## src/rtl/tpu_dma_responder.sv

```systemverilog
// rtl/tpu_dma_responder.sv - TPU DMA responder converting binary words to/from trit-packed data memory
// Optional grant-wait timeout enabled by defining TPU_DMA_TIMEOUT_EN.
module tpu_dma_responder #(
    parameter int          TRIT_WIDTH  = 27,
    parameter logic [31:0] DMEM_BASE   = 32'h0000_0200,
    parameter int          DMEM_DEPTH  = 2048,
    parameter int          TIMEOUT_CYC = 64,
    localparam int         AW          = $clog2(DMEM_DEPTH)
) (
    input  logic                    clk,
    input  logic                    rst,
    input  logic                    dma_req,
    input  logic                    dma_wr,
    input  logic [31:0]             dma_addr,
    input  logic [31:0]             dma_wdata,
    output logic [31:0]             dma_rdata,
    output logic                    dma_ack,
    output logic                    dma_err,
    output logic                    mem_req,
    output logic                    mem_we,
    output logic [AW-1:0]           mem_addr,
    output logic [2*TRIT_WIDTH-1:0] mem_wdata,
    input  logic [2*TRIT_WIDTH-1:0] mem_rdata,
    input  logic                    mem_gnt
);

    localparam logic [1:0] T_ZERO    = 2'b00;
    localparam logic [1:0] T_POS_ONE = 2'b01;
    localparam logic [1:0] T_NEG_ONE = 2'b10;

    typedef enum logic [1:0] {S_IDLE, S_GNT_WAIT, S_RD_WAIT, S_ACK} state_t;

    state_t                  state, state_nxt;
    logic                    wr_q;
    logic [AW-1:0]           addr_q;
    logic [2*TRIT_WIDTH-1:0] wdata_q;
    logic [31:0]             offset;
    logic                    in_range;
    logic                    timeout_hit;
    logic                    unused_upper_trits;

    // Only the 16 trits that fit a 32-bit word are carried; illegal codes read as zero.
    function automatic logic [1:0] legal_trit(input logic [1:0] t);
        return (t == T_POS_ONE || t == T_NEG_ONE) ? t : T_ZERO;
    endfunction

    function automatic logic [2*TRIT_WIDTH-1:0] pack_trits(input logic [31:0] w);
        logic [2*TRIT_WIDTH-1:0] p;
        p = {TRIT_WIDTH{T_ZERO}};
        for (int i = 0; i < 16; i++) p[2*i +: 2] = legal_trit(w[2*i +: 2]);
        return p;
    endfunction

    function automatic logic [31:0] unpack_trits(input logic [31:0] p);
        logic [31:0] w;
        w = '0;
        for (int i = 0; i < 16; i++) w[2*i +: 2] = legal_trit(p[2*i +: 2]);
        return w;
    endfunction

    assign offset             = dma_addr - DMEM_BASE;
    assign in_range           = (dma_addr >= DMEM_BASE) && (offset < 32'(DMEM_DEPTH));
    assign unused_upper_trits = ^mem_rdata[2*TRIT_WIDTH-1:32];

`ifdef TPU_DMA_TIMEOUT_EN
    localparam int CW = $clog2(TIMEOUT_CYC + 1);
    logic [CW-1:0] wait_cnt;

    // Counter is zero whenever not waiting, so every GNT_WAIT entry starts fresh.
    always_ff @(posedge clk or posedge rst) begin
        if (rst)                      wait_cnt <= '0;
        else if (state != S_GNT_WAIT) wait_cnt <= '0;
        else                          wait_cnt <= wait_cnt + CW'(1);
    end

    assign timeout_hit = (wait_cnt == CW'(TIMEOUT_CYC - 1));
`else
    assign timeout_hit = 1'b0;
`endif

    always_ff @(posedge clk or posedge rst) begin
        if (rst) state <= S_IDLE;
        else     state <= state_nxt;
    end

    always_comb begin
        state_nxt = state;
        case (state)
            S_IDLE:     if (dma_req) state_nxt = in_range ? S_GNT_WAIT : S_ACK;
            S_GNT_WAIT: begin
                if (mem_gnt)          state_nxt = wr_q ? S_ACK : S_RD_WAIT;
                else if (timeout_hit) state_nxt = S_ACK;
            end
            S_RD_WAIT:  state_nxt = S_ACK;
            S_ACK:      state_nxt = S_IDLE;
            default:    state_nxt = S_IDLE;
        endcase
    end

    always_comb begin
        mem_req = (state == S_GNT_WAIT);
        mem_we  = (state == S_GNT_WAIT) && wr_q;
        dma_ack = (state == S_ACK);
    end

    assign mem_addr  = addr_q;
    assign mem_wdata = wdata_q;

    always_ff @(posedge clk or posedge rst) begin
        if (rst) begin
            wr_q      <= 1'b0;
            addr_q    <= '0;
            wdata_q   <= '0;
            dma_err   <= 1'b0;
            dma_rdata <= '0;
        end else begin
            case (state)
                S_IDLE: begin
                    if (dma_req) begin
                        wr_q    <= dma_wr;
                        addr_q  <= offset[AW-1:0];
                        wdata_q <= pack_trits(dma_wdata);
                        dma_err <= !in_range;
                        if (!in_range) dma_rdata <= '0;
                    end
                end
                S_GNT_WAIT: begin
                    if (!mem_gnt && timeout_hit) begin
                        dma_err   <= 1'b1;
                        dma_rdata <= '0;
                    end
                end
                S_RD_WAIT: dma_rdata <= unpack_trits(mem_rdata[31:0]);
                default: ;
            endcase
        end
    end

endmodule

```

## config.mk

```make
export PLATFORM = sky130hd
export DESIGN_NAME = tpu_dma_responder
export DESIGN_NICKNAME = d
export VERILOG_FILES = /design/src/rtl/tpu_dma_responder.sv
export SDC_FILE = /design/constraint.sdc
export NUM_CORES = 1
export LEC_CHECK = 0
export CAP_MARGIN = 20
export CORE_AREA = 10 10 111 113
export DETAILED_ROUTE_END_ITERATION = 7
export DIE_AREA = 0 0 121 123
export PLACE_DENSITY = 0.79
export SLEW_MARGIN = 30
export SYNTH_ARGS = -nofsm -noshare
export SYNTH_HDL_FRONTEND = slang
export SYNTH_SLANG_ARGS = --single-unit
```

## constraint.sdc

```tcl
create_clock -name clk -period 3.6 [get_ports clk]
set_clock_uncertainty 0.15 [all_clocks]
set_input_delay 0.54 -clock clk [delete_from_list [all_inputs] [get_ports clk]]
set_output_delay 0.54 -clock clk [all_outputs]
set_load 0.01 [all_outputs]
```

# [Word level (Yosys, flattened, before mapping)]
# Index checks and enable logic that the tools add are counted.
[word_totals] input_bits=123 register_bits=79 wordCells=159
[op_classes] n_mux=40 n_lt_le_gt_ge=2 reduce_logical=40 n_eq_ne=70 add_sub_neg=1
[op_table] cell="2-to-1 mux 2 bit" n=35
[op_table] cell="== test 2 bit (second input constant)" n=34
[op_table] cell="== test 2 x 1 -> 1 bit (second input constant)" n=33
[op_table] cell="2-to-1 mux 32 bit" n=2
[op_table] cell="case mux 32 bit (2 select lines)" n=1
[op_table] cell=">= comparator 32 x 10 -> 1 bit (second input constant)" n=1
[op_table] cell="logical OR 1 bit" n=32
[op_table] cell="less-than comparator 32 x 12 -> 1 bit (second input constant)" n=1
[op_table] cell="subtractor 32 x 10 -> 32 bit (second input constant)" n=1
[op_table] cell="case mux 2 bit (4 select lines)" n=1
[op_table] cell="!= test 2 bit (second input constant)" n=2
[op_table] cell="AND reduction 2 bit" n=2
[op_table] cell="AND reduction 3 bit" n=1
[op_table] cell="logical AND 1 bit" n=2
[op_table] cell="logical NOT 2 bit" n=1
[op_table] cell="!= test 2 x 1 -> 1 bit (second input constant)" n=1
[op_table] cell="nonzero test 2 bit" n=1
[op_table] cell="logical NOT 1 bit" n=1
[op_table] cell="2-to-1 mux 1 bit" n=1

# [Longest topological paths before layout]
# Gate-level depths: netlist of run 1.
[depth] word_depth=6 ltp_mapped=10

# [Worst setup path after synthesis of run 1]
# OpenSTA, ideal clock, no wires.
[synth_timing] kind="input-to-reg" start="input port dma_addr[9]" end="register dma_rdata[0]" path_stages=8 slack_ps=760 setup_time_ps=122 arrival_time_ps=2568 required_time_ps=3328 path_cell_list="or4_4 > or4_1 > a21oi_1 > o211a_1 > a31oi_2 > o21a_4 > buf_6 > a32o_1"
[synth_between] elab_chain_cells=5 word_cells_on_any_way=6 classes_between="add/sub (1); order compare (2); eq/ne (1); reduce/logical (2)"
[synth_lines] item="start, declared" line="14" source="input logic [31:0] dma_addr,"
[synth_lines] item="subtractor 32 x 10 -> 32 bit" line="61" source="assign offset = dma_addr - DMEM_BASE;"
[synth_lines] item="less-than comparator 32 x 12 -> 1 bit" line="62" source="assign in_range = (dma_addr >= DMEM_BASE) && (offset < 32'(DMEM_DEPTH));"
[synth_lines] item="logical AND 1 bit (*)" line="62"
[synth_lines] item="!= test 2 bit (no source line) (*)"
[synth_lines] item="AND reduction 3 bit (no source line) (*)"
[synth_lines] item="end signal, assigned" line="133" source="S_RD_WAIT: dma_rdata <= unpack_trits(mem_rdata[31:0]);"
[synth_lines] item="end, declared" line="16" source="output logic [31:0] dma_rdata,"
# Mark *: on every way between the ends. The rest lies on a longest branch, timed or not.
# A chain may end at the register's enable or synchronous reset.

# [Final worst setup path of run 1]
[layout_timing] start="input port dma_addr[9]" end="register dma_rdata[8]"
[layout_between] elab_chain_cells=5 word_cells_on_any_way=6 classes_between="add/sub (1); order compare (2); eq/ne (1); reduce/logical (2)"
[layout_lines] item="subtractor 32 x 10 -> 32 bit" line="61"
[layout_lines] item="net offset[9]" line="37" source="logic [31:0] offset;"
[layout_lines] item="less-than comparator 32 x 12 -> 1 bit" line="62"
[layout_lines] item="logical AND 1 bit" line="62"
[layout_lines] item="!= test 2 bit (no source line)"
[layout_lines] item="AND reduction 3 bit (no source line)"
# The timed path passes the listed nets, and every way through them passes these cells.

==> out/metrics.json, run 1 <==
{
  "resized_after_cts": {"value": 0},
  "status": {"value": "finished clean"},
  "ys.warnings.count": {"value": 0},
  "post-place-cells": {"value": 657},
  "cts-hold-fix-buffers": {"value": 0},
  "setup_repair_after_global_routing_missed_its_margin": {"value": "no"},
  "placement_rows": {"value": 37},
  "ff2ff_path_depth": {"value": 6},
  "timing.critical_path.to_type": {"value": "register"},
  "power_density": {"value": 671, "unit": "nW/µm²"},
  "drv_cap": {"value": 0},
  "num-fill-cells": {"value": 865},
  "number_of_antenna_violations_at_the_first_check_in_global_routing": {"value": 0},
  "clk_latency": {"value": 330, "unit": "ps"},
  "worstPathRequired": {"value": 3670, "unit": "ps"},
  "top_layer": {"value": "met4"},
  "tritoncts": {"value": "done"},
  "die_y": {"value": 123, "unit": "µm"},
  "fin_nets": {"value": 661},
  "hold_path_end": {"value": "mem_wdata[6]$_DFFE_PP0P_"},
  "route.detailed.wl_per_inst": {"value": 16.1, "unit": "µm"},
  "synth_top_area_share": {"value": 53.1, "unit": "%"},
  "grt_pass1_wl": {"value": 17000, "unit": "µm"},
  "routed_via_density": {"value": 4.65},
  "endpoint_of_the_most_critical_register_to_register_path": {"value": "mem_wdata[12]$_DFFE_PP0P_"},
  "finalCriticalPeriod": {"value": 3230, "unit": "ps"},
  "post-cts-setup-buffers": {"value": 0},
  "totalPowerFinal": {"value": 0.00389, "unit": "W"},
  "combinationalPowerShare": {"value": 45.9, "unit": "%"},
  "worst_hold_path.num_cells": {"value": 2},
  "ir_worst_vdd": {"value": 0.316, "unit": "mV"},
  "ctsLongestPathBuffers": {"value": 2},
  "synth-seq-area-share": {"value": 53.1, "unit": "%"},
  "critical_path.startpoint": {"value": "dma_addr[9]"},
  "floorplan.initialDensity": {"value": 36.7, "unit": "%"},
  "core_region_area": {"value": 10100, "unit": "µm²"},
  "finalWeightedCongestion": {"value": 0.798},
  "power.clock.fraction": {"value": 18.2, "unit": "%"},
  "drive_above_1_share": {"value": 6.90, "unit": "%"},
  "clock-root-buffer": {"value": "sky130_fd_sc_hd__clkbuf_8"},
  "dpl.hpwl": {"value": 8770, "unit": "µm"},
  "synth.top_cells.by_area": {"value": "sky130_fd_sc_hd__dfrtp_1 53%, sky130_fd_sc_hd__a32o_1 8.6%, sky130_fd_sc_hd__nand2b_1 5.5%, sky130_fd_sc_hd__o21ai_0 4.8%, sky130_fd_sc_hd__buf_4 4.4%"},
  "wl_met2": {"value": 5270, "unit": "µm"},
  "grt_usage": {"value": 14.1, "unit": "%"},
  "place.port_buffers": {"value": 179},
  "clock_transition_at_path_regs": {"value": 80, "unit": "ps"},
  "yosysTopAreaCell": {"value": "sky130_fd_sc_hd__dfrtp_1"},
  "clock-sinks": {"value": 79},
  "routedLengthMet1": {"value": 4080, "unit": "µm"},
  "hold_viol_final": {"value": 0},
  "timing.final.max_slew_violations": {"value": 0},
  "synth.most_common_cell": {"value": "sky130_fd_sc_hd__dfrtp_1"},
  "holdCritStartpoint": {"value": "mem_wdata[6]$_DFFE_PP0P_"},
  "residual_drc_count": {"value": 0},
  "met3RoutedLength": {"value": 1370, "unit": "µm"},
  "cell_internal_pwr": {"value": 0.00259, "unit": "W"},
  "cp_data_arrival_time": {"value": 3300, "unit": "ps"},
  "final-setup-viol-count": {"value": 0},
  "tns": {"value": 0, "unit": "ps"},
  "holdWs": {"value": 330, "unit": "ps"},
  "detail_route.first_pass.iterations": {"value": 4},
  "final_cells": {"value": 672},
  "crit_type": {"value": "input pin to register"},
  "utilization": {"value": 57.2, "unit": "%"},
  "htreeDepth": {"value": 3},
  "n_antenna_cell": {"value": 0},
  "routed_wl": {"value": 10800, "unit": "µm"},
  "drt_first_iter_violations": {"value": 180},
  "synth.cells.most_frequent": {"value": "79 x sky130_fd_sc_hd__dfrtp_1, 41 x sky130_fd_sc_hd__inv_1, 38 x sky130_fd_sc_hd__nand2_1"},
  "postSynthCellCount": {"value": 353},
  "synth_async_sr_flop_share": {"value": 100, "unit": "%"},
  "grt_max_degree": {"value": 51},
  "synth_seq_cells": {"value": 79},
  "layout-area-overhead-vs-synth": {"value": 55.8, "unit": "%"},
  "seq_power_share": {"value": 35.9, "unit": "%"},
  "yosys.cell_types.count": {"value": 37},
  "detail-route-antenna-nets": {"value": 0},
  "crit_path_start_kind": {"value": "input pin"},
  "fin_crit_sh": {"value": 89.8, "unit": "%"},
  "cts_inserted_buffers": {"value": 9},
  "timing.reg2reg.setup_slack": {"value": 1550, "unit": "ps"},
  "synth_area_per_cell": {"value": 10.6, "unit": "µm²"},
  "via_count_of_the_first_global_routing_pass": {"value": 3335},
  "reg2reg_launch_point": {"value": "state[0]$_DFFE_PP0P_"},
  "chip_width": {"value": 121, "unit": "µm"},
  "io_pins": {"value": 224},
  "critical_path_peak_fanout": {"value": 32},
  "floorplan.die_area": {"value": 14900, "unit": "µm²"},
  "most_used_flip_flop_cell_after_synthesis": {"value": "sky130_fd_sc_hd__dfrtp_1"},
  "grt-ovfl-total": {"value": 0},
  "number_of_synthesized_flops_with_an_enable_pin": {"value": 0},
  "swShare": {"value": 33.4, "unit": "%"},
  "holdCritPathClass": {"value": "register to register"},
  "tightestPinTransition": {"value": 769, "unit": "ps"},
  "p_leak": {"value": 2.55, "unit": "nW"},
  "synth_area": {"value": 3720, "unit": "µm²"},
  "power_switching": {"value": 0.00130, "unit": "W"},
  "max-slew-margin-rel": {"value": 48.7, "unit": "%"},
  "fmaxAchievable": {"value": 0.309, "unit": "GHz"},
  "dr_total_vias": {"value": 3126}
}
[sequential cells by signal, summed over array words and instances (netlist names)]
signal,flops
dma_rdata,32
mem_wdata,32
mem_addr,11
state,2
dma_err,1
wr_q,1
[cell usage in the layout, fill, tap and decap left out, types with 2 or more instances in the layout]
master and count:
sky130_fd_sc_hd__a32o_1 32, sky130_fd_sc_hd__nand2_1 37, sky130_fd_sc_hd__conb_1 22, sky130_fd_sc_hd__o41ai_1 2, sky130_fd_sc_hd__clkdlybuf4s50_1 179, sky130_fd_sc_hd__nor4_1 4
sky130_fd_sc_hd__nor2_1 6, sky130_fd_sc_hd__clkbuf_8 9, sky130_fd_sc_hd__nand2b_1 33, sky130_fd_sc_hd__bufinv_16 2, sky130_fd_sc_hd__o21ai_0 36, sky130_fd_sc_hd__ha_1 6
sky130_fd_sc_hd__buf_12 3, sky130_fd_sc_hd__o31ai_1 2, sky130_fd_sc_hd__dfrtp_1 79, sky130_fd_sc_hd__xor2_1 2, sky130_fd_sc_hd__clkinv_2 3, sky130_fd_sc_hd__nand3_1 2
sky130_fd_sc_hd__mux2_2 11, sky130_fd_sc_hd__inv_1 40, sky130_fd_sc_hd__o21a_1 2, sky130_fd_sc_hd__a21oi_1 2, sky130_fd_sc_hd__nor3_1 4
[power groups by stage]
stage / logic, W / registers [W] / clock network, W
floorplan: 0.000713 / 0.00155 / 0
global placement: 0.00177 / 0.00139 / 0
detailed placement: 0.00181 / 0.00142 / 0
CTS: 0.00182 / 0.00140 / 0.000738
global route: 0.00195 / 0.00144 / 0.000777
finish: 0.00179 / 0.00140 / 0.000710
[through the flow]
stage	worst slack, ps	instance area (µm²)
floorplan	760	3800
finish	367	5800
detailed placement	68.0	5590
global route	178	5800
CTS	419	5800
global placement	141	5590
[logic make-up (layout without fill, tap and decap cells)]
logic type / Yosys count / count (layout) / share of synthesized area [%]
buf+inv: 77 / 239 / 10.7
fa+ha+maj: 6 / 6 / 2.02
simple gates: 94 / 94 / 13.1
compound gates: 80 / 80 / 16.2
xor+xnor: 3 / 3 / 0.706
mux: 13 / 13 / 4.20
flops: 79 / 79 / 53.1
other cells: 1 / 22 / 0.101
[critical path, cell delays in order]
cell and delay, ps:
sky130_fd_sc_hd__clkdlybuf4s50_1 500, sky130_fd_sc_hd__inv_1 100, sky130_fd_sc_hd__ha_1 180, sky130_fd_sc_hd__nor4b_2 460, sky130_fd_sc_hd__nand2_1 100, sky130_fd_sc_hd__o41ai_1 380
sky130_fd_sc_hd__o211a_1 240, sky130_fd_sc_hd__a31oi_2 130, sky130_fd_sc_hd__o21a_4 360, sky130_fd_sc_hd__a32o_1 300
[worst max path at each step]
stage                                 to  slack (ps)  cells past startpoint
2_1_floorplan   dma_rdata[0]$_DFFE_PP0P_         760                      8
3_3_place_gp    dma_rdata[7]$_DFFE_PP0P_         140                      8
3_5_place_dp    dma_rdata[8]$_DFFE_PP0P_          70                     10
4_1_cts         dma_rdata[8]$_DFFE_PP0P_         420                     10
5_1_grt        dma_rdata[16]$_DFFE_PP0P_         180                      9
6_report        dma_rdata[8]$_DFFE_PP0P_         370                     10
[layer usage]
metal | global-route usage (%) | vias to the layer above
li1 | - | 1525
met1 | 14.3 | 1450
met2 | 24.8 | 140
met3 | 7.52 | 11
met4 | 4.07 | 0
met5 | 0 | -
[cell type report]
type                    instances  area, µm²  share of cell area [%]
flip-flops and latches         79       1980                    34.1
repair buffers                183       1860                    32.0
multi-input cells             218       1430                    24.7
well taps                     136        170                    2.93
inverters                      41        155                    2.67
clock buffers                   9        124                    2.13
clock inverters                 6       86.3                    1.49
No activity file was read; power rests on OpenSTA's default activity.
==> run 2, diff against run 1 <==
--- a/config.mk
+++ b/config.mk
@@ -6,10 +6,10 @@
 export NUM_CORES = 1
 export LEC_CHECK = 0
 export CAP_MARGIN = 20
-export CORE_AREA = 10 10 111 113
+export CORE_AREA = 10 10 139 90
 export DETAILED_ROUTE_END_ITERATION = 7
-export DIE_AREA = 0 0 121 123
-export PLACE_DENSITY = 0.79
+export DIE_AREA = 0 0 149 100
+export PLACE_DENSITY = 0.81
 export SLEW_MARGIN = 30
 export SYNTH_ARGS = -nofsm -noshare
 export SYNTH_HDL_FRONTEND = slang
==> run 2 against run 1 <==
  * Sequential share of layout area decreased by 0.44 points
  * Hold slack got worse by 36 ps
  * Largest cell class unchanged
  * Clock power increased by 27%
  * Setup slack about the same
  * Critical endpoint is now dma_rdata[22]$_DFFE_PP0P_
  * Fmax about the same
  * Global-route usage increased by 0.40 points
  * Critical path depth unchanged
  * Die area increased by 0.11%
  * Sequential power about the same
  * Critical path type unchanged
  * Routed wire length increased by 2.9%
==> out/metrics.json, run 2 (synthesis gave the netlist of run 1 again) <==
{
  "status": {"value": "finished clean"},
  "crit_path_start_kind": {"value": "input pin"},
  "timing.critical_path.to_type": {"value": "register"},
  "power_density": {"value": 696, "unit": "nW/µm²"},
  "most-common-layout-cells": {"value": "179 x sky130_fd_sc_hd__clkdlybuf4s50_1, 79 x sky130_fd_sc_hd__dfrtp_1, 40 x sky130_fd_sc_hd__inv_1"},
  "cts_inserted_buffers": {"value": 9},
  "crit_slowest_cell": {"value": "sky130_fd_sc_hd__clkdlybuf4s50_1"},
  "detail-route-antenna-nets": {"value": 0},
  "cts-hold-fix-buffers": {"value": 0},
  "placement_rows": {"value": 29},
  "tightestPinTransition": {"value": 637, "unit": "ps"},
  "route.detailed.wl_per_inst": {"value": 16.5, "unit": "µm"},
  "crit_chain": {"value": "clkdlybuf4s50_1 > inv_1 > ha_1 > nor4b_2 > nand2_1 > o41ai_1 > o211a_1 > a31oi_2 > o21a_4 > a32o_1"},
  "grt_usage": {"value": 14.5, "unit": "%"},
  "tritoncts": {"value": "done"},
  "layout.cells.most_common": {"value": "sky130_fd_sc_hd__clkdlybuf4s50_1"},
  "crit_type": {"value": "input pin to register"},
  "cp_data_arrival_time": {"value": 3290, "unit": "ps"},
  "clock-sinks": {"value": 79},
  "residual_drc_count": {"value": 0},
  "grt-ovfl-total": {"value": 0},
  "endpoint_of_the_most_critical_register_to_register_path": {"value": "mem_wdata[5]$_DFFE_PP0P_"},
  "detail_route.first_pass.iterations": {"value": 4},
  "setup_repair_after_global_routing_missed_its_margin": {"value": "no"},
  "dr_total_vias": {"value": 3161},
  "clock_transition_at_path_regs": {"value": 60, "unit": "ps"},
  "critical_path_peak_fanout": {"value": 32},
  "place.port_buffers": {"value": 179},
  "ir_worst_vdd": {"value": 0.346, "unit": "mV"},
  "grt_max_degree": {"value": 47},
  "floorplan.initialDensity": {"value": 36.7, "unit": "%"},
  "drv_cap": {"value": 0},
  "io_pins": {"value": 224},
  "resized_after_cts": {"value": 0},
  "final_area": {"value": 5880, "unit": "µm²"},
  "timing.final.max_slew_violations": {"value": 0},
  "clk_latency": {"value": 330, "unit": "ps"},
  "tns": {"value": 0, "unit": "ps"},
  "finalWeightedCongestion": {"value": 0.781},
  "die_y": {"value": 100, "unit": "µm"},
  "max-slew-margin-rel": {"value": 57.4, "unit": "%"},
  "worstPathRequired": {"value": 3660, "unit": "ps"},
  "reg2reg_launch_point": {"value": "state[0]$_DFFE_PP0P_"},
  "ctsLongestPathBuffers": {"value": 2},
  "clock-root-buffer": {"value": "sky130_fd_sc_hd__clkbuf_16"},
  "number_of_antenna_violations_at_the_first_check_in_global_routing": {"value": 0},
  "n_antenna_cell": {"value": 0},
  "routed_wl": {"value": 11200, "unit": "µm"},
  "finalCriticalPeriod": {"value": 3230, "unit": "ps"},
  "post-cts-setup-buffers": {"value": 0},
  "num-fill-cells": {"value": 868},
  "chip_width": {"value": 149, "unit": "µm"},
  "ff2ff_path_depth": {"value": 5},
  "dpl.hpwl": {"value": 8960, "unit": "µm"},
  "hold_viol_final": {"value": 0},
  "fmaxAchievable": {"value": 0.309, "unit": "GHz"},
  "via_count_of_the_first_global_routing_pass": {"value": 3283},
  "grt_pass1_wl": {"value": 17300, "unit": "µm"},
  "post-place-cells": {"value": 661},
  "final_cells": {"value": 677},
  "routed_via_density": {"value": 4.67},
  "holdCritPathClass": {"value": "input pin to asynchronous set/reset pin"},
  "fin_crit_sh": {"value": 89.8, "unit": "%"},
  "dpl-instance-area": {"value": 5580, "unit": "µm²"},
  "fin_nets": {"value": 662},
  "drt_first_iter_violations": {"value": 128},
  "final-setup-viol-count": {"value": 0},
  "layout-area-overhead-vs-synth": {"value": 57.8, "unit": "%"},
  "htreeDepth": {"value": 3},
  "floorplan.die_area": {"value": 14900, "unit": "µm²"},
  "core_region_area": {"value": 10200, "unit": "µm²"},
  "max_stage_delay": {"value": 490, "unit": "ps"},
  "drive_above_1_share": {"value": 7.06, "unit": "%"},
  "p_leak": {"value": 2.58, "unit": "nW"},
  "timing.reg2reg.setup_slack": {"value": 1310, "unit": "ps"}
}
## run 2: power by group
part | internal [W] | switching [W] | leakage, nW
logic | 0.000977 | 0.000805 | 1.42
clock network | 0.000541 | 0.000364 | 0.135
registers | 0.00122 | 0.000182 | 1.02
## run 2: critical path: cells and delay by family
family | cells | cell delay, ps
AND/OR/NAND/NOR | 2 | 590
AO/OA/AOI/OAI | 5 | 1380
buffers and inverters | 2 | 580
adder cells (fa/ha/maj) | 1 | 180
## run 2: layer usage
layer	wire, µm	track usage (%)	vias up
met5	0	0	-
met4	61	3.23	0
met3	1630	9.43	7
met2	5160	23.0	142
met1	4310	16.1	1470
li1	-	-	1542
## run 2: how the worst max path moves through the flow
stage | from | depth (start not counted) | to
final | dma_addr[9] | 10 | dma_rdata[22]$_DFFE_PP0P_
after CTS | dma_addr[9] | 10 | dma_rdata[22]$_DFFE_PP0P_
after detailed placement | dma_addr[9] | 10 | dma_rdata[22]$_DFFE_PP0P_
after global routing | dma_addr[9] | 9 | dma_rdata[6]$_DFFE_PP0P_
after floorplan | dma_addr[9] | 8 | dma_rdata[0]$_DFFE_PP0P_
after global placement | dma_addr[9] | 9 | dma_rdata[1]$_DFFE_PP0P_
## run 2: area by class of cell
| type | instances | area (µm²) | area share, % |
|---|---|---|---|
| clock buffers | 10 | 229 | 3.90 |
| flip-flops and latches | 79 | 1980 | 33.6 |
| well taps | 139 | 174 | 2.96 |
| multi-input cells | 218 | 1430 | 24.4 |
| inverters | 41 | 155 | 2.64 |
| repair buffers | 184 | 1840 | 31.3 |
| clock inverters | 6 | 70.1 | 1.19 |
## run 2: stage by stage
step	power, W	worst slack, ps	util [%]	hold WS, ps
3_5_place_dp	0.00323	34.2	54.9	320
4_1_cts	0.00415	390	57.9	287
5_1_grt	0.00436	137	57.9	301
6_report	0.00409	367	57.9	294
3_3_place_gp	0.00315	125	54.9	311
2_1_floorplan	0.00227	760	-	321
==> run 3, diff against run 2 <==
--- a/config.mk
+++ b/config.mk
@@ -5,11 +5,12 @@
 export SDC_FILE = /design/constraint.sdc
 export NUM_CORES = 1
 export LEC_CHECK = 0
+export ABC_AREA = 1
 export CAP_MARGIN = 20
-export CORE_AREA = 10 10 139 90
+export CORE_AREA = 10 10 147 95
 export DETAILED_ROUTE_END_ITERATION = 7
-export DIE_AREA = 0 0 149 100
-export PLACE_DENSITY = 0.81
+export DIE_AREA = 0 0 157 105
+export PLACE_DENSITY = 0.8
 export SLEW_MARGIN = 30
 export SYNTH_ARGS = -nofsm -noshare
 export SYNTH_HDL_FRONTEND = slang
==> run 3 against run 2 <==
  * Via count is 41% higher
  * Total power is 11% higher
  * Hold slack better by 39 ps
  * Sequential power is 5% higher
  * Die area is 11% higher
  * Setup slack better by 350 ps
  * Combinational power is 19% higher
  * Clock-buffer cell count is 1 lower
==> out/metrics.json, run 3 <==
{
  "synth.most_common_cell": {"value": "sky130_fd_sc_hd__nand2_1"},
  "detail_route.first_pass.iterations": {"value": 6},
  "residual_drc_count": {"value": 0},
  "grt_usage": {"value": 17.0, "unit": "%"},
  "htreeDepth": {"value": 3},
  "p_leak": {"value": 3.18, "unit": "nW"},
  "drive_above_1_share": {"value": 4.38, "unit": "%"},
  "postSynthCellCount": {"value": 622},
  "cts_inserted_buffers": {"value": 9},
  "placement_rows": {"value": 30},
  "clock-sinks": {"value": 79},
  "max-slew-margin-rel": {"value": 50.3, "unit": "%"},
  "final_area": {"value": 6640, "unit": "µm²"},
  "detail-route-antenna-nets": {"value": 0},
  "clock_transition_at_path_regs": {"value": 70, "unit": "ps"},
  "final-setup-viol-count": {"value": 0},
  "ys.warnings.count": {"value": 0},
  "post-cts-setup-buffers": {"value": 0},
  "number_of_synthesized_flops_with_an_enable_pin": {"value": 0},
  "clk_latency": {"value": 330, "unit": "ps"},
  "chip_width": {"value": 157, "unit": "µm"},
  "crit_type": {"value": "input pin to register"},
  "ir_worst_vdd": {"value": 0.385, "unit": "mV"},
  "combinationalPowerShare": {"value": 46.6, "unit": "%"},
  "holdCritStartpoint": {"value": "mem_addr[6]$_DFFE_PP0P_"},
  "fin_crit_sh": {"value": 80.0, "unit": "%"},
  "yosysTopAreaCell": {"value": "sky130_fd_sc_hd__dfrtp_1"},
  "hold_path_end": {"value": "mem_addr[6]$_DFFE_PP0P_"},
  "synth_seq_cells": {"value": 79},
  "dpl-instance-area": {"value": 6330, "unit": "µm²"},
  "most_used_flip_flop_cell_after_synthesis": {"value": "sky130_fd_sc_hd__dfrtp_1"},
  "synth-seq-area-share": {"value": 43.9, "unit": "%"},
  "tns": {"value": 0, "unit": "ps"},
  "synth_area_per_cell": {"value": 7.23, "unit": "µm²"},
  "timing.reg2reg.setup_slack": {"value": 1120, "unit": "ps"},
  "detailedPlace.worstSlack": {"value": 376, "unit": "ps"},
  "core_region_area": {"value": 11100, "unit": "µm²"},
  "cts-hold-fix-buffers": {"value": 0},
  "crit_path_start_kind": {"value": "input pin"},
  "yosys.cell_types.count": {"value": 27},
  "via_count_of_the_first_global_routing_pass": {"value": 4435},
  "critical_path_peak_fanout": {"value": 32},
  "holdCritPathClass": {"value": "register to register"},
  "io_pins": {"value": 224},
  "n_antenna_cell": {"value": 0},
  "endpoint_of_the_most_critical_register_to_register_path": {"value": "dma_rdata[25]$_DFFE_PP0P_"},
  "layout.cells.most_common": {"value": "sky130_fd_sc_hd__nand2_1"},
  "grt-ovfl-total": {"value": 0},
  "setup_repair_after_global_routing_missed_its_margin": {"value": "no"},
  "worstPathRequired": {"value": 3660, "unit": "ps"},
  "holdWs": {"value": 333, "unit": "ps"},
  "hold_viol_final": {"value": 0},
  "tritoncts": {"value": "done"},
  "die_y": {"value": 105, "unit": "µm"},
  "timing.critical_path.to_type": {"value": "register"},
  "tightestPinTransition": {"value": 746, "unit": "ps"},
  "synth_top_area_share": {"value": 43.9, "unit": "%"},
  "grt_max_degree": {"value": 82},
  "power.clock.fraction": {"value": 20.8, "unit": "%"},
  "grt_pass1_wl": {"value": 22600, "unit": "µm"},
  "clock-root-buffer": {"value": "sky130_fd_sc_hd__clkbuf_16"},
  "most-common-layout-cells": {"value": "240 x sky130_fd_sc_hd__nand2_1, 179 x sky130_fd_sc_hd__clkdlybuf4s50_1, 79 x sky130_fd_sc_hd__dfrtp_1"},
  "dpl.hpwl": {"value": 11300, "unit": "µm"},
  "cp_data_arrival_time": {"value": 2950, "unit": "ps"},
  "drt_first_iter_violations": {"value": 204},
  "reg2reg_launch_point": {"value": "state[0]$_DFFE_PP0P_"},
  "worst_hold_path.num_cells": {"value": 2},
  "finalCriticalPeriod": {"value": 2880, "unit": "ps"},
  "floorplan.initialDensity": {"value": 40.3, "unit": "%"},
  "finalWeightedCongestion": {"value": 0.958},
  "timing.final.max_slew_violations": {"value": 0},
  "ctsLongestPathBuffers": {"value": 2},
  "routed_via_density": {"value": 4.71},
  "layout-area-overhead-vs-synth": {"value": 47.7, "unit": "%"},
  "synth_area": {"value": 4500, "unit": "µm²"},
  "fmaxAchievable": {"value": 0.347, "unit": "GHz"},
  "synth_async_sr_flop_share": {"value": 100, "unit": "%"},
  "num-fill-cells": {"value": 992},
  "status": {"value": "finished clean"},
  "least_setup_slack_across_all_paths_after_layout": {"value": 719, "unit": "ps"},
  "dr_total_vias": {"value": 4450},
  "route.detailed.wl_per_inst": {"value": 15.3, "unit": "µm"},
  "fin_nets": {"value": 925},
  "routed_wl": {"value": 14400, "unit": "µm"},
  "floorplan.die_area": {"value": 16500, "unit": "µm²"},
  "seq_power_share": {"value": 32.6, "unit": "%"},
  "number_of_antenna_violations_at_the_first_check_in_global_routing": {"value": 0},
  "swShare": {"value": 37.4, "unit": "%"},
  "place.port_buffers": {"value": 179},
  "drv_cap": {"value": 0},
  "cell_internal_pwr": {"value": 0.00284, "unit": "W"},
  "totalPowerFinal": {"value": 0.00454, "unit": "W"},
  "synth.cells.most_frequent": {"value": "241 x sky130_fd_sc_hd__nand2_1, 79 x sky130_fd_sc_hd__dfrtp_1, 64 x sky130_fd_sc_hd__nor2_1"},
  "power_switching": {"value": 0.00170, "unit": "W"},
  "synth.top_cells.by_area": {"value": "sky130_fd_sc_hd__dfrtp_1 44%, sky130_fd_sc_hd__nand2_1 20%, sky130_fd_sc_hd__nand3_1 5.8%, sky130_fd_sc_hd__nor2_1 5.3%, sky130_fd_sc_hd__buf_4 4.2%"},
  "resized_after_cts": {"value": 0},
  "power_density": {"value": 684, "unit": "nW/µm²"},
  "ff2ff_path_depth": {"value": 6}
}
[run 3: changes by cell type in the layout (fill, tap and decap cells not counted), moves of 4 or more]
cell and delta:
sky130_fd_sc_hd__o21ai_0 -11, sky130_fd_sc_hd__mux2_2 -11, sky130_fd_sc_hd__nor4_1 -4, sky130_fd_sc_hd__nor2_1 +58, sky130_fd_sc_hd__nand2b_1 -33, sky130_fd_sc_hd__inv_1 +9
sky130_fd_sc_hd__o31ai_1 +14, sky130_fd_sc_hd__nand4_1 +5, sky130_fd_sc_hd__nand3_1 +50, sky130_fd_sc_hd__nor3b_1 +16, sky130_fd_sc_hd__a32o_1 -32, sky130_fd_sc_hd__nand2_1 +203
[run 3: worst max-delay path: stages]
cell	delay [ps]
sky130_fd_sc_hd__clkdlybuf4s50_1	450
sky130_fd_sc_hd__inv_1	130
sky130_fd_sc_hd__ha_1	320
sky130_fd_sc_hd__nand2_4	130
sky130_fd_sc_hd__nor2_4	210
sky130_fd_sc_hd__nand2_1	80
sky130_fd_sc_hd__nand2_1	60
sky130_fd_sc_hd__nand2_1	50
sky130_fd_sc_hd__nor2_1	80
sky130_fd_sc_hd__nand2_1	100
sky130_fd_sc_hd__nor2_1	150
sky130_fd_sc_hd__nand3_1	100
sky130_fd_sc_hd__nand2_2	130
sky130_fd_sc_hd__nand2_4	220
sky130_fd_sc_hd__nand2_1	130
sky130_fd_sc_hd__nand2_1	60
[run 3: power groups by stage]
stage / registers, W / logic (W) / clock network [W]
6_report: 0.00148 / 0.00212 / 0.000944
5_1_grt: 0.00153 / 0.00233 / 0.00101
4_1_cts: 0.00148 / 0.00216 / 0.000969
3_5_place_dp: 0.00149 / 0.00215 / 0
3_3_place_gp: 0.00148 / 0.00213 / 0
2_1_floorplan: 0.00165 / 0.000855 / 0
[run 3: layout make-up]
cell class / count / area, µm² / area share, %
multi-input cells: 468 / 2130 / 32.0
flip-flops and latches: 79 / 1980 / 29.8
repair buffers: 183 / 1850 / 27.8
clock buffers: 9 / 225 / 3.39
inverters: 54 / 204 / 3.07
well taps: 144 / 180 / 2.71
clock inverters: 7 / 83.8 / 1.26
[run 3: how the worst max path moves through the flow]
| stage | startpoint | to | slack [ps] | cells after the start |
|---|---|---|---|---|
| floorplan | rst | dma_err$_DFFE_PP0P_ | 890 | 1 |
| global placement | dma_addr[9] | dma_rdata[9]$_DFFE_PP0P_ | 440 | 16 |
| detailed placement | dma_addr[9] | dma_rdata[3]$_DFFE_PP0P_ | 380 | 16 |
| CTS | dma_addr[9] | dma_rdata[3]$_DFFE_PP0P_ | 730 | 16 |
| global route | dma_addr[9] | dma_rdata[3]$_DFFE_PP0P_ | 480 | 16 |
| finish | dma_addr[9] | dma_rdata[8]$_DFFE_PP0P_ | 720 | 16 |
[run 3: metrics by stage]
| step | util (%) | std cells |
|---|---|---|
| after global placement | 56.8 | 928 |
| after global routing | 59.6 | 944 |
| after CTS | 59.6 | 944 |
| after floorplan | - | 643 |
| after detailed placement | 56.8 | 928 |
| final | 59.6 | 944 |
[run 3: per-layer routing]
metal	part of all wire [%]	vias up	global-route usage (%)
met2	41	201	24.3
li1	-	2263	-
met4	0.85	0	4.36
met3	15	11	10.6
met5	0	-	0
met1	43	1975	20.9
[run 3: kinds of logic after synthesis]
kind of cell	share of synthesized area, %
other cells	0.0834
simple gates	37.4
buf+inv	10.6
fa+ha+maj	1.95
compound gates	5.81
xor+xnor	0.195
flops	44.0
